[config.mk]
export PLATFORM = sky130hd
export DESIGN_NAME = mem_read_arbiter_flat
export DESIGN_NICKNAME = d
export VERILOG_FILES = /design/src/rtl/mem_read_arbiter_if.sv /design/src/rtl/mem_read_arbiter.sv /design/src/flat_wrapper.sv
export SDC_FILE = /design/constraint.sdc
export NUM_CORES = 1
export LEC_CHECK = 0
export CAP_MARGIN = 20
export CORE_MARGIN = 4
export CORE_UTILIZATION = 43
export DETAILED_ROUTE_END_ITERATION = 10
export PLACE_DENSITY = 0.95
export SETUP_SLACK_MARGIN = 0.05
export SYNTH_ARGS = -nofsm -noshare
export SYNTH_HDL_FRONTEND = slang
export SYNTH_SLANG_ARGS = --single-unit
export TNS_END_PERCENT = 20
[constraint.sdc]
create_clock -name clk -period 21.3 [get_ports clk]
set_input_delay 6.39 -clock clk [delete_from_list [all_inputs] [get_ports clk]]
set_output_delay 6.39 -clock clk [all_outputs]
set_load 0.01 [all_outputs]
[src/rtl/mem_read_arbiter_if.sv]
// Bundles the two requester ports, the flush and the shared memory read port.
// The arbiter uses the slave view; requesters and memory use the master view.
interface mem_read_arbiter_if #(
    parameter int DATA_WIDTH = 32,
    parameter int ADDR_WIDTH = 32
) ();
    logic                  req0_valid;
    logic [ADDR_WIDTH-1:0] req0_addr;
    logic                  req0_ready;
    logic                  rsp0_valid;
    logic [DATA_WIDTH-1:0] rsp0_data;

    logic                  req1_valid;
    logic [ADDR_WIDTH-1:0] req1_addr;
    logic                  req1_ready;
    logic                  rsp1_valid;
    logic [DATA_WIDTH-1:0] rsp1_data;

    logic                  flush0;
    logic [ADDR_WIDTH-1:0] mem_rd_addr;
    logic [DATA_WIDTH-1:0] mem_rd_data;

    modport slave (
        input  req0_valid, req0_addr, req1_valid, req1_addr, flush0, mem_rd_data,
        output req0_ready, rsp0_valid, rsp0_data,
        output req1_ready, rsp1_valid, rsp1_data, mem_rd_addr
    );

    modport master (
        output req0_valid, req0_addr, req1_valid, req1_addr, flush0, mem_rd_data,
        input  req0_ready, rsp0_valid, rsp0_data,
        input  req1_ready, rsp1_valid, rsp1_data, mem_rd_addr
    );
endinterface

[src/rtl/mem_read_arbiter.sv]
// Round-robin arbiter sharing one synchronous memory read port between fetch (0) and load (1).
// A {valid, port} tag pipe of depth RD_LATENCY steers returning data; flush0 squashes port-0 reads.
module mem_read_arbiter #(
    parameter int DATA_WIDTH = 32,
    parameter int ADDR_WIDTH = 32,
    parameter int RD_LATENCY = 1
) (
    input  logic                clk,
    input  logic                rst,
    mem_read_arbiter_if.slave   bus
);
    typedef struct packed {
        logic valid;
        logic port;
    } tag_t;

    tag_t                  pipe [RD_LATENCY];
    tag_t                  stage_in;
    tag_t                  out_tag;
    logic                  last_grant;
    logic                  grant_valid;
    logic                  grant_port;
    logic [ADDR_WIDTH-1:0] grant_addr;
    logic [ADDR_WIDTH-1:0] addr_q;
    logic [DATA_WIDTH-1:0] rsp0_q;
    logic [DATA_WIDTH-1:0] rsp1_q;
    logic                  rsp0_hit;
    logic                  rsp1_hit;

    // A port-0 tag loses its valid bit whenever flush0 is high, wherever it sits.
    function automatic tag_t squash(input tag_t t, input logic kill0);
        tag_t r;
        r = t;
        if (kill0 && !t.port) begin
            r.valid = 1'b0;
        end
        return r;
    endfunction

    // NOTE: every output of this block gets a default first so no latch can be inferred.
    always_comb begin
        grant_valid = 1'b0;
        grant_port  = 1'b0;
        if (!rst) begin
            if (bus.req0_valid && bus.req1_valid) begin
                grant_valid = 1'b1;
                grant_port  = ~last_grant;
            end else if (bus.req0_valid) begin
                grant_valid = 1'b1;
                grant_port  = 1'b0;
            end else if (bus.req1_valid) begin
                grant_valid = 1'b1;
                grant_port  = 1'b1;
            end
        end
    end

    assign grant_addr      = grant_port ? bus.req1_addr : bus.req0_addr;
    assign bus.req0_ready  = grant_valid && !grant_port;
    assign bus.req1_ready  = grant_valid &&  grant_port;
    // Idle cycles replay the last issued address so the memory bus stays quiet.
    assign bus.mem_rd_addr = grant_valid ? grant_addr : addr_q;

    assign stage_in = squash(tag_t'{valid: grant_valid, port: grant_port}, bus.flush0);
    assign out_tag  = pipe[RD_LATENCY-1];
    assign rsp0_hit = out_tag.valid && !out_tag.port && !bus.flush0;
    assign rsp1_hit = out_tag.valid &&  out_tag.port;

    assign bus.rsp0_valid = rsp0_hit;
    assign bus.rsp1_valid = rsp1_hit;
    assign bus.rsp0_data  = rsp0_hit ? bus.mem_rd_data : rsp0_q;
    assign bus.rsp1_data  = rsp1_hit ? bus.mem_rd_data : rsp1_q;

    // NOTE: state is updated with non-blocking assignments so every stage shifts on the same edge.
    always_ff @(posedge clk or posedge rst) begin
        if (rst) begin
            // NOTE: the tag pipe is a handful of flops, so it is reset to drop in-flight reads.
            for (int i = 0; i < RD_LATENCY; i++) begin
                pipe[i] <= '0;
            end
            last_grant <= 1'b1;
            addr_q     <= '0;
            rsp0_q     <= '0;
            rsp1_q     <= '0;
        end else begin
            pipe[0] <= stage_in;
            for (int i = 1; i < RD_LATENCY; i++) begin
                pipe[i] <= squash(pipe[i-1], bus.flush0);
            end
            if (grant_valid) begin
                last_grant <= grant_port;
                addr_q     <= grant_addr;
            end
            if (rsp0_hit) begin
                rsp0_q <= bus.mem_rd_data;
            end
            if (rsp1_hit) begin
                rsp1_q <= bus.mem_rd_data;
            end
        end
    end
endmodule

[src/flat_wrapper.sv]
// flat-port wrapper written by rule: the top's interface ports become plain ports
module mem_read_arbiter_flat 
#(
    parameter int DATA_WIDTH = 32,
    parameter int ADDR_WIDTH = 32,
    parameter int RD_LATENCY = 1
)
  (clk, rst, bus_req0_valid, bus_req0_addr, bus_req1_valid, bus_req1_addr, bus_flush0, bus_mem_rd_data, bus_req0_ready, bus_rsp0_valid, bus_rsp0_data, bus_req1_ready, bus_rsp1_valid, bus_rsp1_data, bus_mem_rd_addr);
  mem_read_arbiter_if #(.DATA_WIDTH(DATA_WIDTH), .ADDR_WIDTH(ADDR_WIDTH)) bus_i ();
  input  logic clk;
  input  logic rst;
  input wire logic [$bits(bus_i.req0_valid)-1:0] bus_req0_valid;
  input wire logic [$bits(bus_i.req0_addr)-1:0] bus_req0_addr;
  input wire logic [$bits(bus_i.req1_valid)-1:0] bus_req1_valid;
  input wire logic [$bits(bus_i.req1_addr)-1:0] bus_req1_addr;
  input wire logic [$bits(bus_i.flush0)-1:0] bus_flush0;
  input wire logic [$bits(bus_i.mem_rd_data)-1:0] bus_mem_rd_data;
  output wire logic [$bits(bus_i.req0_ready)-1:0] bus_req0_ready;
  output wire logic [$bits(bus_i.rsp0_valid)-1:0] bus_rsp0_valid;
  output wire logic [$bits(bus_i.rsp0_data)-1:0] bus_rsp0_data;
  output wire logic [$bits(bus_i.req1_ready)-1:0] bus_req1_ready;
  output wire logic [$bits(bus_i.rsp1_valid)-1:0] bus_rsp1_valid;
  output wire logic [$bits(bus_i.rsp1_data)-1:0] bus_rsp1_data;
  output wire logic [$bits(bus_i.mem_rd_addr)-1:0] bus_mem_rd_addr;
  assign bus_i.req0_valid = bus_req0_valid;
  assign bus_i.req0_addr = bus_req0_addr;
  assign bus_i.req1_valid = bus_req1_valid;
  assign bus_i.req1_addr = bus_req1_addr;
  assign bus_i.flush0 = bus_flush0;
  assign bus_i.mem_rd_data = bus_mem_rd_data;
  assign bus_req0_ready = bus_i.req0_ready;
  assign bus_rsp0_valid = bus_i.rsp0_valid;
  assign bus_rsp0_data = bus_i.rsp0_data;
  assign bus_req1_ready = bus_i.req1_ready;
  assign bus_rsp1_valid = bus_i.rsp1_valid;
  assign bus_rsp1_data = bus_i.rsp1_data;
  assign bus_mem_rd_addr = bus_i.mem_rd_addr;
  mem_read_arbiter #(.DATA_WIDTH(DATA_WIDTH), .ADDR_WIDTH(ADDR_WIDTH), .RD_LATENCY(RD_LATENCY)) u_core (.clk(clk), .rst(rst), .bus(bus_i));
endmodule
* After elaboration in Yosys (flattened, before gate mapping)
Index checks and enable logic that the tools add are counted.
Word-level totals: register bits after elaboration 99, logic and storage cells 29
Operators by class: mux-type cells 12, bitwise operators 1, reductions and logical operators 10
Operators by type and width (count):
- 32-bit two-way mux | 4
- 1-bit two-way mux | 8
- 1-bit logical AND | 7
- 1-bit zero test | 3
- 1-bit inverter | 1

* Longest topological paths before layout
Gate-level depths: netlist of run 1.
depth in word-level cells 7, depth in mapped cells 5, mapped depth without buffers 4

* Least setup slack after synthesis of run 1
No wires, ideal clock.
kind input to output, start input rst, end output bus_mem_rd_addr[10], arrival time 9.458 ns, setup slack 5.452 ns, cell stages on the path 5, path through inv_1 -> nand3_2 -> inv_2 -> buf_6 -> a221o_1
On the way: cells in the longest elaborated chain, start to end 3, elaborated cells between the ends (all ways) 4, those cells by class mux: 4
RTL lines:
- from (decl) | RTL line flat_wrapper.sv:11 | input logic rst;
- 1-bit two-way mux | RTL line mem_read_arbiter.sv:44 | if (!rst) begin
- 32-bit two-way mux | RTL line mem_read_arbiter.sv:58 | assign grant_addr = grant_port ? bus.req1_addr : bus.req0_addr;
- 32-bit two-way mux (*)
- to (decl) | RTL line flat_wrapper.sv:24 | output wire logic [$bits(bus_i.mem_rd_addr)-1:0] bus_mem_rd_addr;
Mark *: on every way between the ends. The rest lies on a longest branch, timed or not.

* Final worst setup path of run 1
start input bus_req1_valid, end output bus_mem_rd_addr[16]
On the way: cells in the longest elaborated chain, start to end 6, elaborated cells between the ends (all ways) 10, those cells by class mux: 9; reduce/logical: 1
RTL lines:
- from (decl) | RTL line flat_wrapper.sv:14 | input wire logic [$bits(bus_i.req1_valid)-1:0] bus_req1_valid;
- 1-bit two-way mux | RTL line mem_read_arbiter.sv:51 | end else if (bus.req1_valid) begin
- 1-bit two-way mux | RTL line mem_read_arbiter.sv:48 | end else if (bus.req0_valid) begin
- 1-bit two-way mux | RTL line mem_read_arbiter.sv:45 | if (bus.req0_valid && bus.req1_valid) begin
- 1-bit two-way mux | RTL line mem_read_arbiter.sv:44
- 32-bit two-way mux | RTL line mem_read_arbiter.sv:58
- 32-bit two-way mux (*)
Marks and branches as above.

==> summary.txt, run 1 <==
Clock network
  – H-Tree Level Count: 3
  – CTS clk-pin slew, worst paths: 0.09 ns
  – Number of CTS-inserted buffers: 9
  – CTS root buf: clkbuf_8
  – CTS tree: done
  – Clk_lat worst skew: around 0.36 ns
  – Clock Path Buffers: 2
  – Post-CTS resize count: 0
  – Number of buffers added for setup after CTS: 0
  – Hold_buf cts: 0
  – Total clock sinks: between 90 and 100

Yosys
  – Post-synth EDFFs: 0
  – Post-synth design cell area: around 4000 sq um
  – Synth cell types: 26
  – Largest cells by area after synthesis: dfrtp_1 62%, mux2_2 17%, a221o_1 7.3%, and2_1 2.8%, buf_6 2.5%
  – Area leader, netlist: dfrtp_1
  – Post-Syn Instances: 258
  – Ys async rst share: 100.0%
  – Syn nets: ~360
  – Avg Cell Area, Syn: 15.44 sq um
  – Seq cells post-synth: 99
  – Synth top area share: about three fifths
  – Sequential cell area fraction in the yosys report: slightly above 60%
  – Yosys warnings: 0
  – Top FF cell, synth: dfrtp_1

Power and ir drop
  – Peak VDD IR: around 0.000053 V
  – Pwr Total: roughly 0.56 mW
  – Leakage: ~2.6 nW
  – PD cells: roughly 90 nW/um^2

Timing
  – Setup ws final: approximately 5.9 ns
  – Setup Skew: around 0.014 ns
  – Slew HR: about two fifths
  – Max-slew violation count: 0
  – Setup Total Neg Slack: 0 ns
  – Worst slew pin tran: 0.9192 ns
  – RSZ-0062 raised after global routing: no
  – FMAX: 64.92 MHz
  – Hold Vio Cnt, Final: 0
  – Final setup viols: 0
  – Minimum clock period: 15.40 ns
  – Final worst-path cycle share: 72.31%

Floorplanning
  – Die height: about 100 microns
  – Die Width: between 100 and 150 microns
  – Die Area: approximately 11000 sq um
  – Initial Util: 45.02%
  – # IOs: 201
  – Floorplan row count: 34
  – Core area: 8848 sq um

Route
  – WL per Instance: roughly 19 microns
  – Post-route DRC: 0
  – Drt pass-1 iters: 4
  – DR vias: roughly 2900
  – Antenna viol nets, final: 0
  – Iter 0 DRT Violations: 85
  – Vias/cell: 5.151
  – Routed WL: between 10 and 15 mm

Critical path
  – Critical-path maximum fanout: 35
  – Reg2reg end: u_core.rsp1_q[10]
  – Cells on worst reg2reg path: 3
  – Crit path buffers/inverters: 2
  – Worst path arrival time: ~9 ns
  – Crit-path most repeated cell: clkdlybuf4s50_1
  – Crit end category: output pin
  – Critical Path Source Type: primary input
  – CP cell instances: clkdlybuf4s50_1, o21bai_4, a31oi_4, a221o_1, clkdlybuf4s50_1
  – CP delay by family, top: compound AO/OA/AOI/OAI gates
  – Max stage delay on crit path: roughly 0.81 ns
  – Slowest library cell on the worst path: a31oi_4
  – WP data required: between 10 and 15 ns
  – Reg2reg setup slack: roughly 20 ns
  – Number of cells on the critical path: 5
  – Critical R2R Launch: u_core.out_tag[0]
  – Critical path type: in2out

Place
  – Place WS: ~6 ns
  – Placer Congestion: around 0.8
  – Port Buffers: 200
  – Placed Area: ~6000 sq um
  – DP Wirelength: between 8 and 9 mm

GRT
  – Largest net degree at the start of global routing: 55
  – First-pass GRT wire length: around 18 mm
  – Antenna violations before repair: 0
  – All-layer global routing usage: between 20% and 30%
  – Number of global-route vias before repair: about 3400
  – GRT overflow: 0

Hold path
  – Hold path cells: 2
  – Hold Crit Start: u_core.last_grant
  – Worst hold path class: reg2reg
  – Hold path endpoint: u_core.last_grant

Outcome
  – Outcome: completed

Cells and area
  – Nets@finish: 558
  – Diodes inserted: 0
  – Fin area: a little over 6000 sq um
  – Number of fill cells: 643
  – Synth-to-Final Area Change: 56.09%
  – Layout cells sized above 1: 20.56%
  – Highest-count cells in the layout ignoring fill and taps: 200 x clkdlybuf4s50_1, 98 x dfrtp_1, 61 x mux2_2
  – Commonest non-fill, non-tap cell in the layout: clkdlybuf4s50_1

Run
  – Max-cap violations: 0
-- stage by stage --
stage	util (%)	hold slack (ns)	cells
3_5_place_dp	67.96	0.4617	554
3_3_place_gp	67.96	0.4584	554
5_1_grt	70.28	0.4964	570
6_report	70.28	0.4742	570
2_1_floorplan	-	0.4457	258
4_1_cts	70.28	0.4780	570
-- how the worst max path moves through the flow --
stage                         startpoint                  end  slack (ns)
after floorplan                      rst  bus_mem_rd_addr[10]        5.45
after CTS                            rst  bus_mem_rd_addr[16]        5.87
after global placement               rst  bus_mem_rd_addr[16]        5.96
after detailed placement             rst  bus_mem_rd_addr[16]        5.86
final                     bus_req1_valid  bus_mem_rd_addr[16]        5.90
after global routing                 rst  bus_mem_rd_addr[16]        5.70
-- worst min-delay path, delay by kind of cell (launching register included) --
family / cells / cell delay (ns)
and+or+nand+nor: 2 / 0.09
DFF: 1 / 0.39
-- routing by layer --
metal  track usage (%)  up-vias  wire length [microns]
met1             23.67     1453                   4269
met5                 0        -                      0
met4             4.843        0                    114
met3             6.207        9                    778
li1                  -     1335                      -
met2             36.72      139                   5722
-- synthesized netlist by cell type (2+ instances only) --
library cell,instances
a221o_1,29
buf_6,9
mux2_1,3
and2_1,18
and2_2,4
dfrtp_1,98
buf_2,3
and2_0,9
a221o_2,2
buf_4,3
nand2_1,3
mux2_2,61
inv_1,3
-- registers in the layout, indices dropped and copies added (netlist names) --
signal,count
u_core.addr_q,32
u_core.last_grant,1
u_core.out_tag,2
u_core.rsp0_q,32
u_core.rsp1_q,32
-- cell type report --
class / instances / area [sq um] / share of cell area (%)
multi-input cells: 140 / 1358 / 21.83
inverters: 4 / 17.52 / 0.2817
flip-flops and latches: 99 / 2479 / 39.86
well taps: 108 / 135.1 / 2.173
clock inverters: 7 / 81.33 / 1.308
clock buffers: 9 / 123.9 / 1.992
repair buffers: 203 / 2024 / 32.56
-- logic make-up after synthesis --
kind of cell / share of synthesized area (%)
and+or+nand+nor: 6.658
muxes: 18.09
AOI/OAI and AO/OA: 9.171
buffers and inverters: 3.863
DFF: 62.22
-- power breakdown --
part | switching, mW | internal (mW)
Sequential | 0.00981 | 0.228
Clock | 0.0685 | 0.0567
Combinational | 0.0787 | 0.120
Note: power is estimated with default switching activity, not from simulation.
==> inputs of run 2 (changes only) <==
--- a/config.mk
+++ b/config.mk
@@ -7,9 +7,9 @@
 export LEC_CHECK = 0
 export CAP_MARGIN = 20
 export CORE_MARGIN = 4
-export CORE_UTILIZATION = 43
+export CORE_UTILIZATION = 36
 export DETAILED_ROUTE_END_ITERATION = 10
-export PLACE_DENSITY = 0.95
+export PLACE_DENSITY = 0.86
 export SETUP_SLACK_MARGIN = 0.05
 export SYNTH_ARGS = -nofsm -noshare
 export SYNTH_HDL_FRONTEND = slang
==> constraint.sdc (replaced) <==
create_clock -name clk -period 14 [get_ports clk]
set_input_delay 4.2 -clock clk [delete_from_list [all_inputs] [get_ports clk]]
set_output_delay 4.2 -clock clk [all_outputs]
set_load 0.01 [all_outputs]
==> summary.txt, run 2 (synthesis results as in run 1) <==
Critical path
  – Max stage delay on crit path: 0.81 ns
  – Critical Path Source Type: primary input
  – Critical R2R Launch: u_core.out_tag[0]
  – Crit end category: output pin
  – CP cell instances: clkdlybuf4s50_1, o21bai_4, a31oi_4, a221o_1, clkdlybuf4s50_1
  – Crit path buffers/inverters: 2
  – Critical-path maximum fanout: 35
  – Reg2reg setup slack: about 12 ns
  – CP delay by family, top: compound AO/OA/AOI/OAI gates
  – Worst path arrival time: 6.84 ns
  – WP data required: 9.80 ns
  – Critical path type: in2out
  – Reg2reg end: u_core.rsp0_q[7]
  – Cells on worst reg2reg path: 3
  – Slowest library cell on the worst path: a31oi_4
  – Crit-path most repeated cell: clkdlybuf4s50_1

Clock network
  – Total clock sinks: 99
  – Number of CTS-inserted buffers: 9
  – Clock Path Buffers: 2
  – CTS tree: done
  – Clk_lat worst skew: between 0.3 and 0.4 ns
  – CTS root buf: clkbuf_8
  – Post-CTS resize count: 0
  – H-Tree Level Count: 3
  – Hold_buf cts: 0
  – CTS clk-pin slew, worst paths: approximately 0.080 ns
  – Number of buffers added for setup after CTS: 0

GRT
  – Antenna violations before repair: 0
  – All-layer global routing usage: between 10% and 20%
  – GRT overflow: 0
  – First-pass GRT wire length: 17.29 mm
  – Largest net degree at the start of global routing: 56
  – Number of global-route vias before repair: ~3300

Place
  – DP Cell Count: ~600
  – Placer Congestion: between 0.7 and 0.8
  – DP Wirelength: 8.082 mm
  – Place WS: ~2.9 ns
  – Port Buffers: 200

Hold path
  – Hold Crit Start: u_core.last_grant
  – Hold path cells: 2
  – Worst hold path class: reg2reg
  – Hold path endpoint: u_core.last_grant

Cells and area
  – Synth-to-Final Area Change: 57.22%
  – Diodes inserted: 0
  – Count of non-filler cells in the finished layout: approximately 600
  – Layout cells sized above 1: roughly a fifth
  – Nets@finish: about 560
  – Commonest non-fill, non-tap cell in the layout: clkdlybuf4s50_1
  – Highest-count cells in the layout ignoring fill and taps: 200 x clkdlybuf4s50_1, 98 x dfrtp_1, 61 x mux2_2
  – Largest regs: u_core.addr_q x32, u_core.rsp0_q x32, u_core.rsp1_q x32

Power and ir drop
  – Sw Ratio: a little over a quarter
  – NetSw: 0.2315 mW
  – Logic pwr share: 35.2%
  – PD cells: ~140 nW/um^2
  – Clock network power share: approximately 22%
  – Peak VDD IR: around 0.000064 V
  – Leakage: approximately 2.6 nW
  – Sequential power share: between 40 and 50%
  – Int Pwr: 0.6216 mW

Outcome
  – Outcome: completed

Timing
  – Max-slew violation count: 0
  – Setup Skew: between 0.01 and 0.015 ns
  – RSZ-0062 raised after global routing: no
  – Final worst-path cycle share: between 70% and 80%
  – Minimum clock period: 11.04 ns
  – Setup Total Neg Slack: 0 ns
  – FMAX: roughly 91 MHz
  – Setup ws final: a little under 3 ns
  – Slew HR: between 30% and 40%
  – Worst slew pin tran: ~0.93 ns
  – Final setup viols: 0
  – Hold Vio Cnt, Final: 0

Route
  – WL per Instance: around 18 microns
  – Routed WL: ~11 mm
  – Met2 wire len: 5.369 mm
  – DR vias: 2967
  – Drt pass-1 iters: 4
  – Met3 WL: 962 microns
  – Top Metal Used: met4
  – Antenna viol nets, final: 0
  – Post-route DRC: 0
  – Iter 0 DRT Violations: 118
  – Vias/cell: slightly below 5
  – WL met1: about 4.3 mm

Floorplanning
  – Floorplan row count: 38
  – Die Area: between 10000 and 15000 sq um
  – Die Width: 113.2 microns
  – # IOs: between 200 and 250
  – Initial Util: a little under two fifths
  – Die height: roughly 110 microns
  – Core area: about 11000 sq um

Run
  – Max-cap violations: 0
==> run 2: worst max-delay path by stage <==
stage / from / to / slack, ns / cells past startpoint
global route: rst / bus_mem_rd_addr[12] / 2.68 / 6
CTS: rst / bus_mem_rd_addr[13] / 2.89 / 6
finish: bus_req1_valid / bus_mem_rd_addr[13] / 2.96 / 5
global placement: rst / bus_mem_rd_addr[13] / 2.97 / 6
floorplan: rst / bus_mem_rd_addr[10] / 2.53 / 5
detailed placement: rst / bus_mem_rd_addr[12] / 2.90 / 6
==> run 2: worst register-to-register path, delay by kind of cell, from the launching register on <==
| family | cells | cell delay, ns |
|---|---|---|
| simple gates | 1 | 0.63 |
| buf+inv | 1 | 0.42 |
| mux | 1 | 0.40 |
| flops | 1 | 0.42 |
==> run 2: final cells by class <==
type / count / area [sq um]
inverters: 4 / 17.52
fillers: 903 / 4577
well taps: 140 / 175.2
clock buffers: 11 / 151.4
flip-flops and latches: 99 / 2479
clock inverters: 5 / 58.81
multi-input cells: 140 / 1358
repair buffers: 203 / 2024
==> run 2: routing by layer <==
metal / up-vias / GRT usage (%)
met5: - / 0
met4: 0 / 5.449
met3: 12 / 5.508
met2: 143 / 29.23
met1: 1479 / 20.43
li1: 1333 / -
==> run 2: through the flow <==
stage	total power, mW	area (sq um)	hold WS [ns]	utilization (%)
floorplan	0.4938	3984	0.4457	-
global placement	0.6599	6053	0.4576	55.84
detailed placement	0.6718	6053	0.4642	55.84
CTS	0.8653	6264	0.4772	57.78
global route	0.8983	6264	0.4981	57.78
finish	0.8530	6264	0.4715	57.78
==> run 2: power groups by stage <==
stage | registers (mW) | logic [mW] | clock network, mW
after floorplan | 0.362 | 0.132 | 0
after CTS | 0.363 | 0.305 | 0.197
after global routing | 0.368 | 0.322 | 0.209
after detailed placement | 0.368 | 0.303 | 0
final | 0.362 | 0.300 | 0.191
after global placement | 0.365 | 0.295 | 0
